### config.mk
export PLATFORM = sky130hd
export DESIGN_NAME = cnn_run_sequencer
export DESIGN_NICKNAME = d
export VERILOG_FILES = /design/src/rtl/cnn_run_sequencer.sv
export SDC_FILE = /design/constraint.sdc
export NUM_CORES = 1
export LEC_CHECK = 0
export CORE_MARGIN = 2
export CORE_UTILIZATION = 25
export DETAILED_ROUTE_END_ITERATION = 6
export GPL_ROUTABILITY_DRIVEN = 0
export SETUP_SLACK_MARGIN = 0.05
export SYNTH_ARGS = -nofsm -noshare
export SYNTH_HDL_FRONTEND = slang
export SYNTH_SLANG_ARGS = --single-unit
### constraint.sdc
create_clock -name clk -period 1.7 [get_ports clk]
set_input_delay 0.34 -clock clk [delete_from_list [all_inputs] [get_ports clk]]
set_output_delay 0.34 -clock clk [all_outputs]
set_load 0.05 [all_outputs]
### src/rtl/cnn_run_sequencer.sv
// cnn_run_sequencer: run controller that starts CNN, streams ifmap/filter words into its buffers and drains results (RUN_SEQ_TIMEOUT_EN adds a RUN watchdog)
module cnn_run_sequencer #(
  parameter int IFMAP_BUFFER_WIDTH  = 18,
  parameter int FILTER_BUFFER_WIDTH = 16,
  parameter int RESULT_BUFFER_WIDTH = 16,
  parameter int STRIDE_WIDTH        = 5,
  parameter int FILTER_SIZE_WIDTH   = 5,
  parameter int CNT_WIDTH           = 8,
  parameter int TIMEOUT_WIDTH       = 12
) (
  input  logic                           clk,
  input  logic                           reset,
  input  logic                           run_go,
  input  logic [STRIDE_WIDTH-1:0]        cfg_stride,
  input  logic [FILTER_SIZE_WIDTH-1:0]   cfg_filter_size,
  input  logic [CNT_WIDTH-1:0]           cfg_if_words,
  input  logic [CNT_WIDTH-1:0]           cfg_flt_words,
  input  logic [CNT_WIDTH-1:0]           cfg_res_words,
  output logic                           run_busy,
  output logic                           run_done,
  output logic                           run_error,
  input  logic [IFMAP_BUFFER_WIDTH-1:0]  if_src_data,
  input  logic                           if_src_valid,
  output logic                           if_src_ready,
  input  logic [FILTER_BUFFER_WIDTH-1:0] flt_src_data,
  input  logic                           flt_src_valid,
  output logic                           flt_src_ready,
  output logic [RESULT_BUFFER_WIDTH-1:0] res_data,
  output logic                           res_valid,
  input  logic                           res_ready,
  output logic                           start,
  output logic [STRIDE_WIDTH-1:0]        stride,
  output logic [FILTER_SIZE_WIDTH-1:0]   filter_size,
  output logic [IFMAP_BUFFER_WIDTH-1:0]  IFmap_buffer_in,
  output logic                           IFmap_buffer_write_enable,
  input  logic                           IFmap_buffer_ready,
  output logic [FILTER_BUFFER_WIDTH-1:0] filter_buffer_in,
  output logic                           filter_buffer_write_enable,
  input  logic                           filter_buffer_ready,
  output logic                           result_buffer_read_enable,
  input  logic [RESULT_BUFFER_WIDTH-1:0] result_buffer_out,
  input  logic                           result_buffer_valid,
  input  logic                           result_buffer_empty
);
  typedef enum logic [1:0] {IDLE, START, RUN, DONE} state_t;
  state_t state;
  logic [CNT_WIDTH-1:0] if_target, flt_target, res_target, if_cnt, flt_cnt, res_cnt;
  logic run, if_take, if_put, flt_take, flt_put, res_take, res_put, lanes_done, wd_fire;
  logic unused_status;
  assign unused_status = result_buffer_empty;
  assign run = state == RUN;
  assign if_src_ready = run && !IFmap_buffer_write_enable && if_cnt < if_target;
  assign flt_src_ready = run && !filter_buffer_write_enable && flt_cnt < flt_target;
  assign result_buffer_read_enable = run && !res_valid && res_cnt < res_target;
  assign if_take = if_src_ready && if_src_valid;
  assign if_put = IFmap_buffer_write_enable && IFmap_buffer_ready;
  assign flt_take = flt_src_ready && flt_src_valid;
  assign flt_put = filter_buffer_write_enable && filter_buffer_ready;
  assign res_take = result_buffer_read_enable && result_buffer_valid;
  assign res_put = res_valid && res_ready;
  assign lanes_done = if_cnt == if_target && flt_cnt == flt_target && res_cnt == res_target &&
                      !IFmap_buffer_write_enable && !filter_buffer_write_enable && !res_valid;
`ifdef RUN_SEQ_TIMEOUT_EN
  logic [TIMEOUT_WIDTH-1:0] wd;
  assign wd_fire = &wd;
  always_ff @(posedge clk)
    wd <= (reset || !run || if_take || if_put || flt_take || flt_put || res_take || res_put) ? '0 : wd + 1'b1;
`else
  logic [TIMEOUT_WIDTH-1:0] unused_wd;
  assign unused_wd = '0;
  assign wd_fire = 1'b0;
`endif
  always_ff @(posedge clk) begin
    if (reset) begin
      state <= IDLE;
      {start, run_busy, run_done, run_error} <= '0;
      {IFmap_buffer_write_enable, filter_buffer_write_enable, res_valid} <= '0;
      {IFmap_buffer_in, filter_buffer_in, res_data, stride, filter_size} <= '0;
      {if_target, flt_target, res_target, if_cnt, flt_cnt, res_cnt} <= '0;
    end else begin
      start <= 1'b0;
      run_done <= 1'b0;
      run_error <= 1'b0;
      if (if_put) begin
        IFmap_buffer_write_enable <= 1'b0;
        if_cnt <= if_cnt + 1'b1;
      end
      if (if_take) begin
        IFmap_buffer_in <= if_src_data;
        IFmap_buffer_write_enable <= 1'b1;
      end
      if (flt_put) begin
        filter_buffer_write_enable <= 1'b0;
        flt_cnt <= flt_cnt + 1'b1;
      end
      if (flt_take) begin
        filter_buffer_in <= flt_src_data;
        filter_buffer_write_enable <= 1'b1;
      end
      if (res_put) res_valid <= 1'b0;
      if (res_take) begin
        res_data <= result_buffer_out;
        res_valid <= 1'b1;
        res_cnt <= res_cnt + 1'b1;
      end
      case (state)
        IDLE: if (run_go) begin
          {stride, filter_size} <= {cfg_stride, cfg_filter_size};
          {if_target, flt_target, res_target} <= {cfg_if_words, cfg_flt_words, cfg_res_words};
          {if_cnt, flt_cnt, res_cnt} <= '0;
          start <= 1'b1;
          run_busy <= 1'b1;
          state <= START;
        end
        START: state <= RUN;
        RUN: if (wd_fire) begin
          {IFmap_buffer_write_enable, filter_buffer_write_enable, res_valid} <= '0;
          {run_done, run_error} <= 2'b11;
          state <= DONE;
        end else if (lanes_done) begin
          run_done <= 1'b1;
          state <= DONE;
        end
        default: begin
          run_busy <= 1'b0;
          state <= IDLE;
        end
      endcase
    end
  end
endmodule

==> results of run 1 <==
## per-layer routing
layer / global-route usage (%) / wire [um] / vias up / share of wire, %
met2: 21.81 / 7236 / 132 / 45
met1: 18.42 / 7248 / 2215 / 46
met5: 0 / 0 / - / 0
li1: - / - / 2437 / -
met4: 7.381 / 439 / 0 / 2.8
met3: 4.722 / 981 / 25 / 6.2
## power by group
group	internal (mW)	total (mW)	switching, mW	leakage, nW
registers	3.06	3.23	0.174	0.953
logic	2.21	4.77	2.57	2.30
clock network	2.29	3.63	1.34	0.290
total	7.56	11.6	4.08	3.54
## worst max-delay path, cell delays in order (launching register included)
cell	delay, ns
dfxtp_2	0.32
inv_2	0.04
ha_4	0.26
nor2b_4	0.15
o211ai_1	0.15
a21oi_2	0.26
nor2_4	0.08
buf_12	0.15
## cells in the final DEF (no fill, tap or decap), drive strengths merged, types with 5 or more instances in the layout
cell           Yosys  layout
buf                9     168
inv               28      29
nand4             11      11
nand3             30      30
nand2b            73      73
clkbuf            26      21
or4                5       5
dfxtp            116     116
nor2              23      23
o21ai             41      41
nor2b              7       7
ha                29      29
nand2             38      38
xor2               9       9
clkinv             0       8
a22o              13      13
a21oi             37      37
clkdlybuf4s50      0      91
mux2i             36      36
## worst paths after layout
| kind | startpoint | to | cells after the start |
|---|---|---|---|
| worst max-delay path | if_target[1] | if_src_ready | 7 |
| worst min-delay path | reset | res_valid | 2 |
| worst max register to register | if_target[1] | IFmap_buffer_in[12] | 10 |
| worst min register to register | state[0] | state[0] | 1 |
## through the flow
stage | setup TNS [ns] | total power [mW]
2_1_floorplan | -0.9353 | 5.358
3_3_place_gp | -3.556 | 6.674
3_5_place_dp | -4.411 | 6.691
4_1_cts | -10.02 | 11.24
5_1_grt | -16.62 | 12.20
6_report | -11.49 | 11.64
## logic make-up (layout without fill, tap and decap cells)
group	after synthesis	count (layout)
xor gates and xnor gates	12	12
buffers and inverters	63	322
AOI/OAI and AO/OA	106	106
other	1	1
DFF	116	116
adders and majority gates	29	29
and+or+nand+nor	206	206
muxes	36	36
## timing repair
action,4_1_cts,5_1_grt
buffers inserted,36,10
pin swaps,38,47
cloned,6,4
setup endpoints to repair,67,82
endpoints found under the hold margin,0,0
resized for setup,83,85
## area by class of cell
class,instances,area (um2)
Inverter,28,105.1
Multi-Input combinational cell,390,3183
Fill cell,1930,11210
Clock buffer,18,429.2
Timing Repair Buffer,262,2512
Clock inverter,14,161.4
Sequential cell,116,2356
Tap cell,270,337.8
==> flow_summary_export.csv, run 1 <==
group,metric,value,unit
run_status,outcome,"finished, violations left",
run_status,violations,"negative setup slack",
routing,first_pass_iters,4,
synth,synthSimpleGateAreaFrac,21.68,%
final_layout,area_growth,75.68,%
synth,synth_seq_cells,116,
synth,synth-edff-count,0,
sta,period_minus_slack,2.158,ns
floorplan,die_area,21850,um2
synth,syn-cell-area,5171,um2
final_layout,max_flop_register,"IFmap_buffer_in",
grt,antenna_found_initial,0,
sta,whs,0.2894,ns
placed_design,place_ws,-0.1735,ns
final_layout,fin_area,9085,um2
grt,grt_pass1_wl,24650,um
routing,post-route-drc-count,0,
sta,rsz0062_at_grt,"true",
worst_setup_path,worstSetupPathType,"flip-flop to output pin",
floorplan,die_x,147.8,um
floorplan,rows,52,
worst_setup_path,crit_arrival,1.82,ns
clock_tree,clk_latency,0.42,ns
sta,finalClockSkew,0.01087,ns
worst_setup_path,setup.worst_path.end_class,"output pin",
pwr,p_per_area,1281,nW/um2
routing,routed_via_density,4.380,
synth,ys.flop_type,"dfxtp_1",
routing,drt_wl_total,15910,um
grt,grt_max_degree,70,
placed_design,dpl_cell_area,7485,um2
clock_tree,cts_hold_buffers,0,
synth,yosysMostFrequentCell,"dfxtp_1",
grt,grt_usage,14.44,%
job,max_cap_viol_count,0,
synth,ys_warn_count,0,
clock_tree,cts_sinks,116,
routing,drtAntennaViolNets,0,
routing,routed-via-count,4809,
synth,yosysSeqAreaShare,44.91,%
placed_design,port_buffers,161,
synth,synth_area_leader_cell,"dfxtp_1",
synth,synth_top_area_share,44.91,%
final_layout,drive_gt1_share,40.46,%
sta,final-setup-viol-count,66,
grt,grt_pass1_vias,4833,
placed_design,dp_hpwl,10010,um
worst_setup_path,crit_path_start_kind,"flip-flop",
sta,slew_viol_final,0,
floorplan,start_util,25.47,%
final_layout,diodes,0,
routing,wl_per_cell,14.49,um
synth,synth-xor-area-share,2.032,%
floorplan,core_area,20300,um2
synth,syn-instance-count,569,
synth,netlist_top_cells_area,"dfxtp_1, nand2b_1, ha_1, mux2i_1, a21oi_1",
final_layout,fin_util,44.75,%
hold_path,worstHoldPathType,"input pin to flip-flop",
synth,synth-compound-area-share,12.29,%
routing,drt_iter0_drc,131,
synth,syn_area_per_cell,9.088,um2
synth,synth_top_family_by_area,"simple AND/OR/NAND/NOR gates",
sta,timing.fmax,0.4634,GHz
worst_setup_path,rrSetupSlack,-0.29,ns
synth,synth.distinct_cells,39,
final_layout,reg.largest.list,"IFmap_buffer_in: 18 flops, filter_buffer_in: 16 flops, res_data: 16 flops",
synth,synthMuxAreaShare,6.968,%
synth,netlist_top_cells_count,"dfxtp_1, nand2b_1, a21oi_1, nand2_1, mux2i_1",
sta,layout_setup_ws,-0.4582,ns
clock_tree,cts_max_path_buffers,2,
final_layout,layout.nets,938,
grt,overflow,0,
placed_design,dpl.cell_count,1028,
clock_tree,cts-buffers-inserted,17,
final_layout,fin_cells,1098,
worst_setup_path,cp_max_fo,2,
floorplan,die_y,147.8,um
clock_tree,ctsHtreeMaxLevel,4,
synth,async_reset_ff_share,0,%
final_layout,largest_reg_flops,18,
clock_tree,cts.clk_slew.worst_paths,0.06,ns
clock_tree,root_buffer,"clkbuf_16",
sta,hold_viol_final,0,
floorplan,pin_count,164,
sta,period_share,127.0,%
pwr,p_leak,3.539,nW
worst_setup_path,crit_required,1.36,ns
pwr,ir_drop,656.4,uV
synth,synth_fp_nets,692,
clock_tree,cts_tree,"built",
synth,yosys.area_share.adder,7.017,%
(Power assumes the default switching activity.)
==> inputs of run 2 (changes only) <==
Settings changed: GPL_ROUTABILITY_DRIVEN 0 to not set, GPL_TIMING_DRIVEN set to 0.
==> flow_summary_export.csv, run 2 (same netlist as run 1, synthesis figures left out) <==
group,metric,value,unit
run_status,outcome,"finished, violations left",
run_status,violations,"negative setup slack",
final_layout,nFillCells,1968,
worst_setup_path,cp_max_fo,2,
worst_setup_path,crit_path_start_kind,"flip-flop",
sta,timing.fmax,0.4508,GHz
routing,drtAntennaViolNets,0,
placed_design,dpl_cell_area,7256,um2
floorplan,core_area,20300,um2
sta,layout_setup_ws,-0.5181,ns
floorplan,die_x,147.8,um
clock_tree,cts_sinks,116,
grt,gr-usage-met3,5.802,%
clock_tree,ctsHtreeMaxLevel,4,
final_layout,final_common_cell,"clkdlybuf4s50_1",
final_layout,fin_cells,1065,
routing,first_pass_iters,4,
grt,grt_max_degree,17,
routing,routed_via_density,4.401,
clock_tree,cts.clk_slew.worst_paths,0.05,ns
final_layout,final_cell_mix,"clkdlybuf4s50_1, dfxtp_1, nand2b_1, mux2i_1, nand2_1",
final_layout,fin_area,8582,um2
worst_setup_path,crit_required,1.36,ns
routing,drt_wl_total,15920,um
grt,grt_usage,14.82,%
final_layout,diodes,0,
floorplan,start_util,25.47,%
sta,period_share,130.5,%
clock_tree,clk_latency,0.42,ns
floorplan,die_y,147.8,um
placed_design,dpl.cell_count,1000,
final_layout,drive_gt1_share,27.30,%
placed_design,place_ws,-0.9139,ns
clock_tree,root_buffer,"clkbuf_16",
sta,finalClockSkew,0.01282,ns
final_layout,largest_reg_flops,18,
grt,grt-busiest-layer,"met2",
grt,grt_pass1_wl,25210,um
worst_setup_path,crit_arrival,1.88,ns
worst_setup_path,cp_num_buf_inv,3,
placed_design,dp_hpwl,11000,um
grt,met2_usage,23.95,%
hold_path,worstHoldPathType,"flip-flop to flip-flop",
job,max_cap_viol_count,0,
floorplan,pin_count,164,
grt,grt_use_met1,17.52,%
final_layout,layout.nets,907,
routing,routed-via-count,4687,
placed_design,port_buffers,161,
sta,final-setup-viol-count,66,
pwr,p_per_area,1311,nW/um2
final_layout,area_growth,65.96,%
worst_setup_path,critPathMaxStageDelay,0.32,ns
grt,grt_pass1_vias,4879,
worst_setup_path,setup.worst_path.end_class,"output pin",
sta,relSlewSlack,63.28,%
grt,overflow,0,
sta,worst_slew_pin_slew,0.5529,ns
grt,antenna_found_initial,0,
clock_tree,cts_max_path_buffers,2,
sta,hold_viol_final,0,
routing,drt_iter0_drc,174,
floorplan,rows,52,
floorplan,die_area,21850,um2
worst_setup_path,path_cells,"inv_2 > ha_4 > nand2_4 > o21bai_4 > a21o_1 > clkbuf_8 > and2_4 > buf_8",
final_layout,max_flop_register,"IFmap_buffer_in",
sta,rsz0062_at_grt,"true",
clock_tree,cts-buffers-inserted,17,
worst_setup_path,slowest_stage,"dfxtp_2",
pwr,p_leak,3.283,nW
pwr,ir_drop,764.2,uV
final_layout,reg.largest.list,"IFmap_buffer_in: 18 flops, filter_buffer_in: 16 flops, res_data: 16 flops",
sta,period_minus_slack,2.218,ns
sta,slew_viol_final,0,
placed_design,globalplace.congestion,0.7611,
clock_tree,cts_hold_buffers,0,
worst_setup_path,worstSetupPathType,"flip-flop to output pin",
clock_tree,cts_tree,"built",
routing,post-route-drc-count,0,
routing,wl_per_cell,14.95,um
worst_setup_path,crit_family,"compound AO/OA/AOI/OAI gates",
-- run 2: cell count changes in the layout (fill, tap and decap cells not counted), moves of 7 or more --
cell and delta:
o21ai_2 -16, o21ai_1 +9, o21ai_0 +8, clkbuf_2 +31, dfxtp_4 +7, clkdlybuf4s15_1 +34, buf_12 -8, clkbuf_1 +8
buf_4 -109
-- run 2: cell type report --
cell class / count / area (um2) / area share (%)
well taps: 270 / 337.8 / 3.936
multi-input cells: 390 / 2987 / 34.80
plain buffers: 34 / 260.3 / 3.033
repair buffers: 197 / 1882 / 21.93
clock buffers: 19 / 452.9 / 5.278
flip-flops and latches: 116 / 2375 / 27.67
clock inverters: 11 / 182.7 / 2.129
inverters: 28 / 105.1 / 1.225
-- run 2: metal layers --
metal  share of wire (%)  vias up
met5                   0        -
met4                 2.4        0
met3                 7.2       32
met2                  46      128
met1                  44     2151
li1                    -     2376
-- run 2: path summary, 6_finish.rpt --
path | startpoint | end | slack [ns] | cells after the start
max | res_target[3] | result_buffer_read_enable | -0.52 | 8
min | res_data[13] | res_data[13] | 0.47 | 2
max reg2reg | res_cnt[1] | res_cnt[7] | -0.23 | 9
min reg2reg | res_data[13] | res_data[13] | 0.47 | 2
-- run 2: stage by stage --
stage / util, % / total power [mW] / hold WS, ns / setup TNS [ns]
after floorplan: - / 5.358 / 0.4407 / -0.9353
after global placement: 35.74 / 6.474 / 0.4540 / -56.38
after detailed placement: 35.74 / 6.487 / 0.4575 / -59.37
after CTS: 41.30 / 11.06 / 0.4664 / -10.01
after global routing: 42.28 / 11.80 / 0.4684 / -17.88
final: 42.28 / 11.25 / 0.4684 / -10.83
-- run 2: worst register-to-register path, delay by kind of cell, from the launching register on --
kind            cells  cell delay (ns)
buf+inv             3             0.39
fa+ha+maj           1             0.24
compound gates      3             0.34
flops               1             0.35
simple gates        2             0.54
-- run 2: power breakdown --
part	switching (mW)	leakage, nW	internal (mW)
logic	2.34	2.01	1.79
registers	0.167	0.956	3.04
clock network	1.27	0.314	2.64
total	3.77	3.28	7.48
-- run 2: repair_timing --
item | CTS | global route
pin swaps | 29 | 21
setup endpoints to repair | 178 | 141
cloned | 2 | 2
setup buffers | 38 | 12
gates resized for setup | 205 | 126
==> inputs of run 3 (changes only) <==
Settings changed: ABC_AREA set to 1.
==> flow_summary_export.csv, run 3 <==
group,metric,value,unit
routing,drt_wl_total,16900,um
hold_path,hold_depth,4,
clock_tree,clk_latency,0.42,ns
sta,final-setup-viol-count,67,
sta,worst_slew_pin_slew,0.7685,ns
synth,yosysMostFrequentCell,"nand2_1",
sta,hold_viol_final,0,
clock_tree,cts_sinks,116,
pwr,pwr-share-seq,27.2,%
final_layout,area_growth,68.81,%
synth,yosysSeqAreaShare,42.13,%
grt,grt_max_degree,17,
sta,finalClockSkew,0.01194,ns
sta,rsz0062_at_grt,"true",
worst_setup_path,crit_start,"flt_target[5]",
routing,routed_via_density,4.161,
final_layout,max_flop_register,"IFmap_buffer_in",
run_status,outcome,"finished, violations left",
synth,async_reset_ff_share,0,%
floorplan,die_area,23250,um2
sta,relSlewSlack,48.76,%
pwr,p_sw_share,39.07,%
floorplan,rows,54,
worst_setup_path,reg2reg_depth,14,
final_layout,multi_input_area,2964,um2
final_layout,final_cell_mix,"nand2_1, inv_1, nor2_1, clkdlybuf4s50_1, dfxtp_1",
placed_design,globalplace.congestion,0.7635,
worst_setup_path,crit_arrival,1.74,ns
routing,wl_per_cell,12.86,um
pwr,clockPowerShare,28.2,%
synth,synth-edff-count,0,
job,max_cap_viol_count,0,
clock_tree,root_buffer,"clkbuf_16",
worst_setup_path,worstSetupPathType,"flip-flop to output pin",
final_layout,ff_latch_area,2371,um2
pwr,p_leak,4.234,nW
sta,period_minus_slack,2.082,ns
pwr,p_per_area,1327,nW/um2
routing,routed-via-count,5468,
clock_tree,cts_hold_buffers,0,
synth,netlist_top_cells_area,"dfxtp_1, nand2_1, inv_1, nor2_1, ha_1",
floorplan,die_x,152.5,um
synth,synth_area_leader_cell,"dfxtp_1",
synth,ys.flop_type,"dfxtp_1",
final_layout,drive_gt1_share,28.53,%
clock_tree,cts.clk_slew.worst_paths,0.06,ns
worst_setup_path,rrSetupSlack,-0.21,ns
clock_tree,cts_tree,"built",
sta,layout_setup_ws,-0.3820,ns
synth,synth_top_area_share,42.13,%
grt,antenna_found_initial,0,
grt,grt_usage,14.75,%
routing,first_pass_iters,4,
final_layout,largest_reg_flops,18,
final_layout,reg.largest.list,"IFmap_buffer_in: 18 flops, filter_buffer_in: 16 flops, res_data: 16 flops",
synth,syn-cell-area,5512,um2
placed_design,dp_hpwl,11290,um
final_layout,fin_util,42.77,%
worst_setup_path,reg2reg_from,"state[1]",
synth,synth.distinct_cells,34,
final_layout,nFillCells,2207,
hold_path,worstHoldPathType,"input pin to flip-flop",
synth,synth_fp_nets,901,
synth,netlist_top_cells_count,"nand2_1, inv_1, nor2_1",
pwr,p_comb_share,44.6,%
routing,post-route-drc-count,0,
placed_design,port_buffers,158,
pwr,ir_drop,668.5,uV
pwr,p_int,7.522,mW
routing,drtAntennaViolNets,0,
worst_setup_path,worstReg2RegEnd,"res_data[13]",
final_layout,diodes,0,
floorplan,core_area,21760,um2
synth,ys_warn_count,0,
worst_setup_path,cp_max_fo,2,
pwr,finalPower,12.35,mW
final_layout,layout.nets,1144,
floorplan,start_util,25.33,%
hold_path,holdPathEnd,"filter_buffer_in[15]",
synth,syn-instance-count,778,
final_layout,final_common_cell,"nand2_1",
clock_tree,ctsHtreeMaxLevel,4,
grt,grt_pass1_wl,27430,um
sta,slew_viol_final,0,
worst_setup_path,setup.worst_path.end_class,"output pin",
grt,overflow,0,
hold_path,hp-start,"flt_src_valid",
synth,syn_area_per_cell,7.084,um2
floorplan,die_y,152.5,um
run_status,violations,"negative setup slack",
worst_setup_path,crit_required,1.36,ns
pwr,power.switching,4.824,mW
routing,drt_iter0_drc,179,
sta,period_share,122.5,%
clock_tree,cts-buffers-inserted,17,
clock_tree,cts_max_path_buffers,2,
synth,synth_seq_cells,116,
floorplan,pin_count,164,
worst_setup_path,crit_path_start_kind,"flip-flop",
grt,grt_pass1_vias,5520,
sta,timing.fmax,0.4803,GHz
## run 3: cell count changes after synthesis, sizes merged, moves of 7 or more
cell	previous run	this run
nand2	38	198
inv	28	146
nor2	23	134
nand2b	73	0
mux2i	36	0
clkbuf	26	8
a21oi	37	21
nand3	30	14
nand4	11	27
o21ai	41	29
buf	9	20
nor2b	7	0
## run 3: kinds of logic after synthesis
group	after synthesis	synth area share, %
XOR/XNOR	3	0.4768
AND/OR/NAND/NOR	383	30.22
AO/OA/AOI/OAI	70	7.514
buffers and inverters	176	13.01
flip-flops	116	42.13
adder cells (fa/ha/maj)	29	6.583
other	1	0.06804
## run 3: worst max path at each step
stage,endpoint
2_1_floorplan,flt_src_ready
4_1_cts,flt_src_ready
3_5_place_dp,flt_src_ready
3_3_place_gp,flt_src_ready
5_1_grt,flt_src_ready
6_report,flt_src_ready
## run 3: power by group through the flow
| stage | Combinational [mW] | Sequential, mW | Clock [mW] |
|---|---|---|---|
| after floorplan | 1.82 | 4.37 | 0 |
| after global placement | 4.13 | 3.39 | 0 |
| after detailed placement | 4.16 | 3.40 | 0 |
| after CTS | 5.12 | 3.35 | 3.60 |
| after global routing | 6.00 | 3.42 | 3.69 |
| final | 5.50 | 3.36 | 3.48 |
## run 3: what timing repair did
item                                    in CTS  in global routing
cloned                                       9                  0
gates resized for setup                    239                133
pin swaps                                   31                 38
setup buffers                               44                 19
endpoints found under the setup margin     172                161
## run 3: through the flow
step                hold WS, ns  instance area (um2)  cells  setup TNS [ns]  worst slack [ns]
floorplan                0.4379                 5589    778        -0.06689          -0.06689
global placement         0.4515                 7521   1216          -29.73           -0.8989
detailed placement       0.4586                 7521   1216          -31.36           -0.8857
CTS                      0.3208                 8970   1296          -9.178           -0.4306
global route             0.3527                 9304   1314          -18.60           -0.4934
finish                   0.3375                 9304   1314          -10.46           -0.3820
## run 3: per-layer routing
| layer | track usage [%] | vias up | part of all wire (%) |
|---|---|---|---|
| li1 | - | 2874 | - |
| met1 | 17.07 | 2434 | 44 |
| met2 | 25.57 | 140 | 48 |
| met3 | 5.461 | 20 | 7.2 |
| met4 | 4.189 | 0 | 1.5 |
| met5 | 0 | - | 0 |
## run 3: layout make-up
class / count / area share, %
Multi-Input combinational cell: 487 / 31.86
Sequential cell: 116 / 25.48
Timing Repair Buffer: 223 / 23.92
Inverter: 148 / 6.079
Clock buffer: 18 / 4.720
Tap cell: 280 / 3.765
Buffer: 28 / 2.770
Clock inverter: 14 / 1.399
## run 3: worst max-delay path: stages (launching register included)
cell and delay [ns]:
dfxtp_1 0.32, inv_2 0.05, ha_4 0.22, a21oi_4 0.14, nor2_4 0.06, nor2_8 0.11, buf_6 0.10, a21boi_4 0.17
buf_8 0.16
